$ cat src/rtl/conv_window_mac.sv
// conv_window_mac: multi-cycle KxK convolution point engine.
// Accepts one map window plus one kernel, accumulates LANES signed products
// per cycle into a full-precision accumulator, and returns one saturated
// result per window over a valid/ready handshake.
// Optional feature macro: CONV_RELU_EN (clamp negative results to zero after
// saturation; sat still reports only the saturation clamp).
module conv_window_mac #(
    parameter int DATA_W = 8,
    parameter int K      = 5,
    parameter int LANES  = 5,
    parameter int OUT_W  = 16
) (
    input  logic                       clk,
    input  logic                       rst_n,
    input  logic                       in_valid,
    output logic                       in_ready,
    input  logic [K*K*DATA_W-1:0]      map_block,
    input  logic [K*K*DATA_W-1:0]      kernel,
    output logic                       out_valid,
    input  logic                       out_ready,
    output logic [OUT_W-1:0]           value,
    output logic                       sat,
    output logic                       busy
);

    localparam int KK    = K * K;
    localparam int N     = (KK + LANES - 1) / LANES;
    localparam int PAD   = N * LANES;
    localparam int PW    = 2 * DATA_W;
    localparam int ACC_W = 2 * DATA_W + $clog2(KK);
    localparam int IDX_W = $clog2(PAD + 1);

    localparam logic signed [ACC_W-1:0] SAT_MAX = ACC_W'((1 <<< (OUT_W - 1)) - 1);
    localparam logic signed [ACC_W-1:0] SAT_MIN = ~SAT_MAX;

    typedef enum logic [1:0] {
        IDLE = 2'd0,
        ACC  = 2'd1,
        DONE = 2'd2
    } state_t;

    state_t                    state_q, state_d;
    logic [PAD*DATA_W-1:0]     map_q, map_d;
    logic [PAD*DATA_W-1:0]     kern_q, kern_d;
    logic signed [ACC_W-1:0]   acc_q, acc_d;
    logic [IDX_W-1:0]          idx_q, idx_d;
    logic                      out_valid_q, out_valid_d;
    logic [OUT_W-1:0]          value_q, value_d;
    logic                      sat_q, sat_d;

    logic signed [PW-1:0]      prod [LANES];
    logic signed [ACC_W-1:0]   lane_sum;
    logic signed [ACC_W-1:0]   acc_sum;
    logic [OUT_W-1:0]          res_value;
    logic                      res_sat;
    logic                      last_cycle;

    // The window is held in shift registers: lane gi always reads element
    // gi of the low end, and each ACC cycle shifts LANES elements out.
    // Elements beyond K*K are zero-filled at capture, so padded lanes of the
    // final partial cycle contribute nothing.
    for (genvar gi = 0; gi < LANES; gi++) begin : g_lane
        logic signed [DATA_W-1:0] a;
        logic signed [DATA_W-1:0] b;
        assign a        = map_q[gi*DATA_W +: DATA_W];
        assign b        = kern_q[gi*DATA_W +: DATA_W];
        assign prod[gi] = PW'(a) * PW'(b);
    end

    // Sum this cycle's lane products at accumulator width.
    always_comb begin
        lane_sum = '0;
        for (int i = 0; i < LANES; i++) begin
            lane_sum = lane_sum + ACC_W'(prod[i]);
        end
        acc_sum = acc_q + lane_sum;
    end

    assign last_cycle = (32'(idx_q) + 32'(LANES)) >= 32'(KK);

    // Clamp the final accumulator into OUT_W bits, then optional ReLU.
    always_comb begin
        res_sat = 1'b0;
        if (acc_sum > SAT_MAX) begin
            res_value = SAT_MAX[OUT_W-1:0];
            res_sat   = 1'b1;
        end else if (acc_sum < SAT_MIN) begin
            res_value = SAT_MIN[OUT_W-1:0];
            res_sat   = 1'b1;
        end else begin
            res_value = acc_sum[OUT_W-1:0];
        end
`ifdef CONV_RELU_EN
        if (res_value[OUT_W-1]) begin
            res_value = '0;
        end
`else
`endif
    end

    // Next-state logic for the IDLE -> ACC -> DONE -> IDLE sequence.
    always_comb begin
        state_d     = state_q;
        map_d       = map_q;
        kern_d      = kern_q;
        acc_d       = acc_q;
        idx_d       = idx_q;
        out_valid_d = out_valid_q;
        value_d     = value_q;
        sat_d       = sat_q;
        case (state_q)
            IDLE: begin
                if (in_valid) begin
                    map_d                    = '0;
                    map_d[KK*DATA_W-1:0]     = map_block;
                    kern_d                   = '0;
                    kern_d[KK*DATA_W-1:0]    = kernel;
                    acc_d                    = '0;
                    idx_d                    = '0;
                    state_d                  = ACC;
                end
            end
            ACC: begin
                acc_d  = acc_sum;
                idx_d  = idx_q + IDX_W'(LANES);
                map_d  = map_q >> (LANES * DATA_W);
                kern_d = kern_q >> (LANES * DATA_W);
                if (last_cycle) begin
                    state_d     = DONE;
                    out_valid_d = 1'b1;
                    value_d     = res_value;
                    sat_d       = res_sat;
                end
            end
            DONE: begin
                if (out_ready) begin
                    state_d     = IDLE;
                    out_valid_d = 1'b0;
                end
            end
            default: begin
                state_d     = IDLE;
                out_valid_d = 1'b0;
            end
        endcase
    end

    // All state registers; reset drops any in-flight window.
    always_ff @(posedge clk or negedge rst_n) begin
        if (!rst_n) begin
            state_q     <= IDLE;
            map_q       <= '0;
            kern_q      <= '0;
            acc_q       <= '0;
            idx_q       <= '0;
            out_valid_q <= 1'b0;
            value_q     <= '0;
            sat_q       <= 1'b0;
        end else begin
            state_q     <= state_d;
            map_q       <= map_d;
            kern_q      <= kern_d;
            acc_q       <= acc_d;
            idx_q       <= idx_d;
            out_valid_q <= out_valid_d;
            value_q     <= value_d;
            sat_q       <= sat_d;
        end
    end

    assign in_ready  = (state_q == IDLE);
    assign busy      = (state_q != IDLE);
    assign out_valid = out_valid_q;
    assign value     = value_q;
    assign sat       = sat_q;

endmodule
$ cat config.mk
export PLATFORM = sky130hd
export DESIGN_NAME = conv_window_mac
export DESIGN_NICKNAME = d
export VERILOG_FILES = /design/src/rtl/conv_window_mac.sv
export SDC_FILE = /design/constraint.sdc
export NUM_CORES = 2
export LEC_CHECK = 0
export CAP_MARGIN = 10
export CORE_MARGIN = 1
export CORE_UTILIZATION = 55
export DETAILED_ROUTE_END_ITERATION = 7
export GPL_TIMING_DRIVEN = 1
export PLACE_DENSITY = 0.79
export SLEW_MARGIN = 0
export SYNTH_ARGS = -nofsm -noshare
export SYNTH_HDL_FRONTEND = slang
export SYNTH_SLANG_ARGS = --single-unit
$ cat constraint.sdc
create_clock -name clk -period 9 [get_ports clk]
set_input_delay 1.8 -clock clk [delete_from_list [all_inputs] [get_ports clk]]
set_output_delay 1.8 -clock clk [all_outputs]
set_load 0.02 [all_outputs]
# After elaboration in Yosys (flattened, before gate mapping)

Cells that the tools add are included.
Widths: inputs -> output; s select.

Equality and inequality tests: 5
Shift-type cells: 0
Reduce and logical (&&, ||, !) cells: 7
Bitwise gates (word level): 1
Add/sub/neg operators: 7
Multipliers: 5
Muxes and demuxes: 19
Div/mod/pow operators: 0
Magnitude comparators: 3

Operators with widths:

| cell                 | count |
|---|---|
| $pmux 200 s2         | 2 |
| $mux 200             | 2 |
| $mul 8x8->16         | 5 |
| $pmux 21 s2          | 1 |
| $mux 16              | 2 |
| $add 21x20->21       | 1 |
| $gt 21x16->1 const B | 1 |
| $lt 21x16->1 const B | 1 |
| $mux 21              | 1 |
| $add 19x16->20       | 1 |
| $add 18x16->19       | 1 |
| $add 17x16->18       | 1 |
| $add 16x16->17       | 1 |
| $pmux 5 s2           | 1 |
| $add 5x3->6 const B  | 1 |
| $ge 6x5->1 const B   | 1 |
| $mux 2               | 3 |
| $ne 2x2->1 const B   | 3 |
| $pmux 2 s3           | 1 |
| $reduce_and 3->1     | 2 |
| $add 5x3->5 const B  | 1 |
| $mux 5               | 1 |
| $mux 1               | 4 |
| $reduce_and 2->1     | 2 |
| 6 further kinds      | 7 |

Output and inout port bits: 20
Bits in writable memories: 0
Memories kept: 0
Bits in latches: 0
Word-level logic and storage cells: 55
Register bits after elaboration: 446
ROM bits: 0

# Logic depth before layout (Yosys ltp)

Depth after elaboration: 9
Gate-level depth with buffers: 29

# Worst setup path after synthesis

Ideal clock, no wire load.

Path kind: reg-to-reg
Start point: register map_q[39]
End point: register value_q[2], in the netlist value[2]
Data required time: 8.871 ns
Period minus slack after synthesis: 7.660 ns
Data arrival time: 7.531 ns
Slack: 1.340 ns
Stages on the path, launching flop included: 28
Cells stage by stage: dfrtp_1 > clkbuf_1 > and2_1 > inv_1 > fa_1 > fa_1 > inv_1 > fa_1 > inv_1 > fa_1 > fa_1 > inv_1 > fa_1 > fa_1 > fa_1 > inv_1 > fa_1 > inv_1 > ha_1 > a21o_1 > a31o_1 > nor4_1 > a22oi_2 > xnor2_1 > nand2_1 > o41ai_4 > buf_6 > a22oi_2

Word-level cells in the longest chain between the ends: 6
Elaborated cells on any way between the ends: 7

Ends and longest elaborated chain:

| item                     | line | RTL |
|---|---|---|
| start: declaration       | 43   | `logic [PAD*DATA_W-1:0] map_q, map_d;` |
| start signal: assignment | 161  | `map_q <= map_d;` |
| $mul 8x8->16 (*)         | 67   | `assign prod[gi] = PW'(a) * PW'(b);` |
| $add 19x16->20 (*)       | 74   | `lane_sum = lane_sum + ACC_W'(prod[i]);` |
| $add 21x20->21 (*)       | 76   | `acc_sum = acc_q + lane_sum;` |
| $lt 21x16->1             | 87   | `end else if (acc_sum < SAT_MIN) begin` |
| $mux 16                  | 87   |  |
| $mux 16 (*)              | 84   | `if (acc_sum > SAT_MAX) begin` |
| end signal: assignment   | 166  | `value_q <= value_d;` |
| end: declaration         | 48   | `logic [OUT_W-1:0] value_q, value_d;` |

Mark *: on every way between the ends. The rest lies on a longest branch, timed or not.
A chain may end at the register's enable or synchronous reset.

# Final worst setup path

Start point: register kern_q[2]
End point: register value_q[0], in the netlist value[0]

Word-level cells in the longest chain between the ends: 9
Elaborated cells on any way between the ends: 10

Ends and longest elaborated chain:

| item                     | line | RTL |
|---|---|---|
| start: declaration       | 44   | `logic [PAD*DATA_W-1:0] kern_q, kern_d;` |
| start signal: assignment | 162  | `kern_q <= kern_d;` |
| $mul 8x8->16 (*)         | 67   |  |
| $add 16x16->17 (*)       | 74   |  |
| $add 17x16->18 (*)       | 74   |  |
| $add 18x16->19 (*)       | 74   |  |
| $add 19x16->20 (*)       | 74   |  |
| $add 21x20->21 (*)       | 76   |  |
| $lt 21x16->1             | 87   |  |
| $mux 16                  | 87   |  |
| $mux 16 (*)              | 84   |  |

Marked as above.

==> metrics.md <==
| Metric | Value |
|---|---|
| Pin count of the biggest net entering global routing | 210 |
| I/O pin cnt | 424 |
| R2R Path Start | kern_q[2] |
| Worst Max-Slew Pin Slew | 1120 ps |
| Num CTS Buffers | 49 |
| Fmax achieved | 0.120 GHz |
| WL/cell | 22.5 um |
| Initial antenna violation count | 27 |
| Top cells by count, synth | 484 x inv_1, 458 x fa_1, 446 x dfrtp_1 |
| GR Util All Layers | 33.2% |
| Setup-failing EPs final | 0 |
| Max incr delay on CP | 670 ps |
| Max-Cap Viols | 0 |
| Worst Clk Skew | 23.1 ps |
| Final setup TNS | 0 ps |
| DRC | 0 |
| Clock slew at reported path FFs | 60 ps |
| Critical path origin | kern_q[2] |
| Synth Cell Area | 35000 um^2 |
| Distinct cells, synth | 53 |
| 1st-iter DRT viols | 2422 |
| Post-synth net total | 4488 |
| Clock latency on the worst-skew pair | 620 ps |
| Cts hold-fix bufs | 0 |
| Dominant cells by area after synthesis | dfrtp_1 32%, fa_1 26%, a22oi_1 6.0%, inv_1 5.2%, ha_1 5.0% |
| Register-to-Register Setup Slack | 700 ps |
| Num Clock Sinks | 446 |
| Via density | 5.79 |
| Die width | 254 um |
| Grt ovf | 0 |
| Startpoint Class | flop |
| Register area share after synthesis | 31.8% |
| R2R depth | 23 |
| DRT Wirelength | 105000 um |
| Post-CTS Setup Inserts | 0 |
| Most frequent cell after synthesis | inv_1 |
| Layout cells sized above 1 | 3.52% |
| Setup crit end | value[0] |
| Status | finished, final reports clean |
| RR Endpoint | value[0] |
| Fin. Hold Viols | 0 |
| Most used cell, CP | fa_1 |
| Routability congestion estimate | 1.03 |
| CP Buf/Inv Count | 4 |
| Crit path depth | 23 |
| Post-synthesis async set-or-reset flop share | 100% |
| Min Clock Period, post-route | 8300 ps |
| Core Area | 63000 um^2 |
| CTS H-tree lvls | 2 |
| Critical path type | flop to flop |
| Final #Nets | 4768 |
| CTS Root Cell | clkbuf_16 |
| Final period util | 92.3% |
| Data required time at the worst endpoint | 9440 ps |
| CP Cell Sequence | and2_1, inv_1, fa_1, inv_1, fa_1, fa_1, fa_1, inv_1, fa_1, inv_1, fa_1, fa_1, fa_1, ha_1, ha_1, a21o_1, a31o_1, nor4_1, a22oi_2, a31oi_1, xnor2_2, o21ai_2, a22oi_1 |
| Syn-to-layout area delta | 18.4% |
| Number of global-route vias before repair | 27650 |
| Maximum clock path buffer count | 3 |
| First-pass GRT wire length | 162000 um |
| Post_cts resized | 0 |
| Std cell rows | 92 |
| Ys Warns | 0 |
| Delay-heaviest family, CP | adder cells |
| Detailed Routing Iterations Pass 1 | 7 |
| Max_slew headroom | 25.0% |
| Port bufs | 423 |
| Die H | 254 um |
| Via count | 27079 |
| Slowest-stage cell, CP | o21ai_2 |
| Syn avg cell area | 10.1 um^2 |
| Max-slew violations | 0 |
| Starting density of the core | 55.7% |
| CP Max Fanout | 12 |
| EDFF count, synth | 0 |
| CP endpoint kind | flop |
| Number of synthesized register bits | 446 |
| RSZ-0062 raised after global routing | no |
| Post-synthesis cell count | 3487 |
| Ys flop type | dfrtp_1 |
| Yosys top cell area share | 31.8% |
| TritonCTS clock tree | done |
| DP HPWL | 80700 um |
| Crit path DAT | 8740 ps |
| Post-synth top area cell | dfrtp_1 |
| DRT antenna net count | 0 |
| Worst min-delay path class | flop to flop |
| Die area | 64700 um^2 |
-- routing by layer --
layer | vias to the layer above | GRT usage, % | share of wire [%]
met4 | 20 | 17.0 | 5.5
met5 | - | 0 | 0.14
met1 | 13640 | 43.4 | 39
met3 | 296 | 8.03 | 8.2
met2 | 1069 | 51.8 | 48
li1 | 12054 | - | -
-- worst register-to-register path, delay by kind of cell, from the launching register on --
| family | cells | cell delay [ps] |
|---|---|---|
| AO/OA/AOI/OAI | 6 | 1700 |
| XOR/XNOR | 1 | 190 |
| adder cells (fa/ha/maj) | 10 | 4720 |
| buffers and inverters | 4 | 510 |
| flip-flops | 1 | 510 |
| AND/OR/NAND/NOR | 2 | 500 |
-- placed cells by master, fill, tap and decap left out, drive strengths merged, types with 2 or more instances in the layout --
cell type	count
a211oi	4
a21boi	2
a21o	10
a21oi	182
a22o	98
a22oi	293
a31oi	5
and2	180
and3b	40
buf	26
bufinv	3
clkbuf	72
clkdlybuf4s50	421
clkinv	8
dfrtp	446
diode	27
fa	458
ha	139
inv	487
nand2	334
nand2b	21
nand3	4
nor2	25
nor2b	134
nor3	9
nor4	3
o21a	3
o21ai	344
o21bai	4
o31a	2
o31ai	2
o41ai	2
xnor2	25
xor2	5
-- state kept, by name (all words and copies together) (netlist names) --
signal / flops
kern_q: 200
state_q: 2
value: 16
sat: 1
idx_q: 5
out_valid: 1
map_q: 200
acc_q: 21
-- worst min path at each step --
stage | start | endpoint | slack, ps | depth (start not counted)
CTS | kern_q[158] | kern_q[158] | 480 | 2
global placement | kern_q[85] | kern_q[85] | 460 | 2
floorplan | kern_q[100] | kern_q[100] | 450 | 2
finish | kern_q[133] | kern_q[133] | 480 | 2
detailed placement | kern_q[158] | kern_q[158] | 470 | 2
global route | kern_q[92] | kern_q[92] | 500 | 2
-- cell families after synthesis --
group,after synthesis,share of synthesized area (%)
compound gates,958,17.5
xor+xnor,30,0.771
fa+ha+maj,597,31.1
buf+inv,703,7.57
flops,446,31.8
simple gates,753,11.2
-- final cells by class --
type | instances | area (um^2)
antenna | 27 | 67.6
clock buffer | 72 | 1430
clock inverter | 14 | 199
fill | 4961 | 21500
inverter | 485 | 1820
multi-input combinational | 2338 | 21300
sequential | 446 | 11200
tap | 846 | 1060
timing repair buffer | 447 | 4470
-- metrics by stage --
| stage | cells | cell area (um^2) | utilization, % | setup WS, ps | hold slack, ps |
|---|---|---|---|---|---|
| 5_1_grt | 4662 | 41400 | 65.8 | 305 | 502 |
| 6_report | 4675 | 41500 | 65.9 | 697 | 477 |
| 3_3_place_gp | 4562 | 39800 | 63.2 | 831 | 461 |
| 3_5_place_dp | 4562 | 39800 | 63.2 | 720 | 470 |
| 2_1_floorplan | 3487 | 35000 | - | 1340 | 450 |
| 4_1_cts | 4648 | 41400 | 65.8 | 701 | 483 |
Power is not shown: default switching activity piles up to over one toggle a cycle in this logic, so the estimate is an artifact.
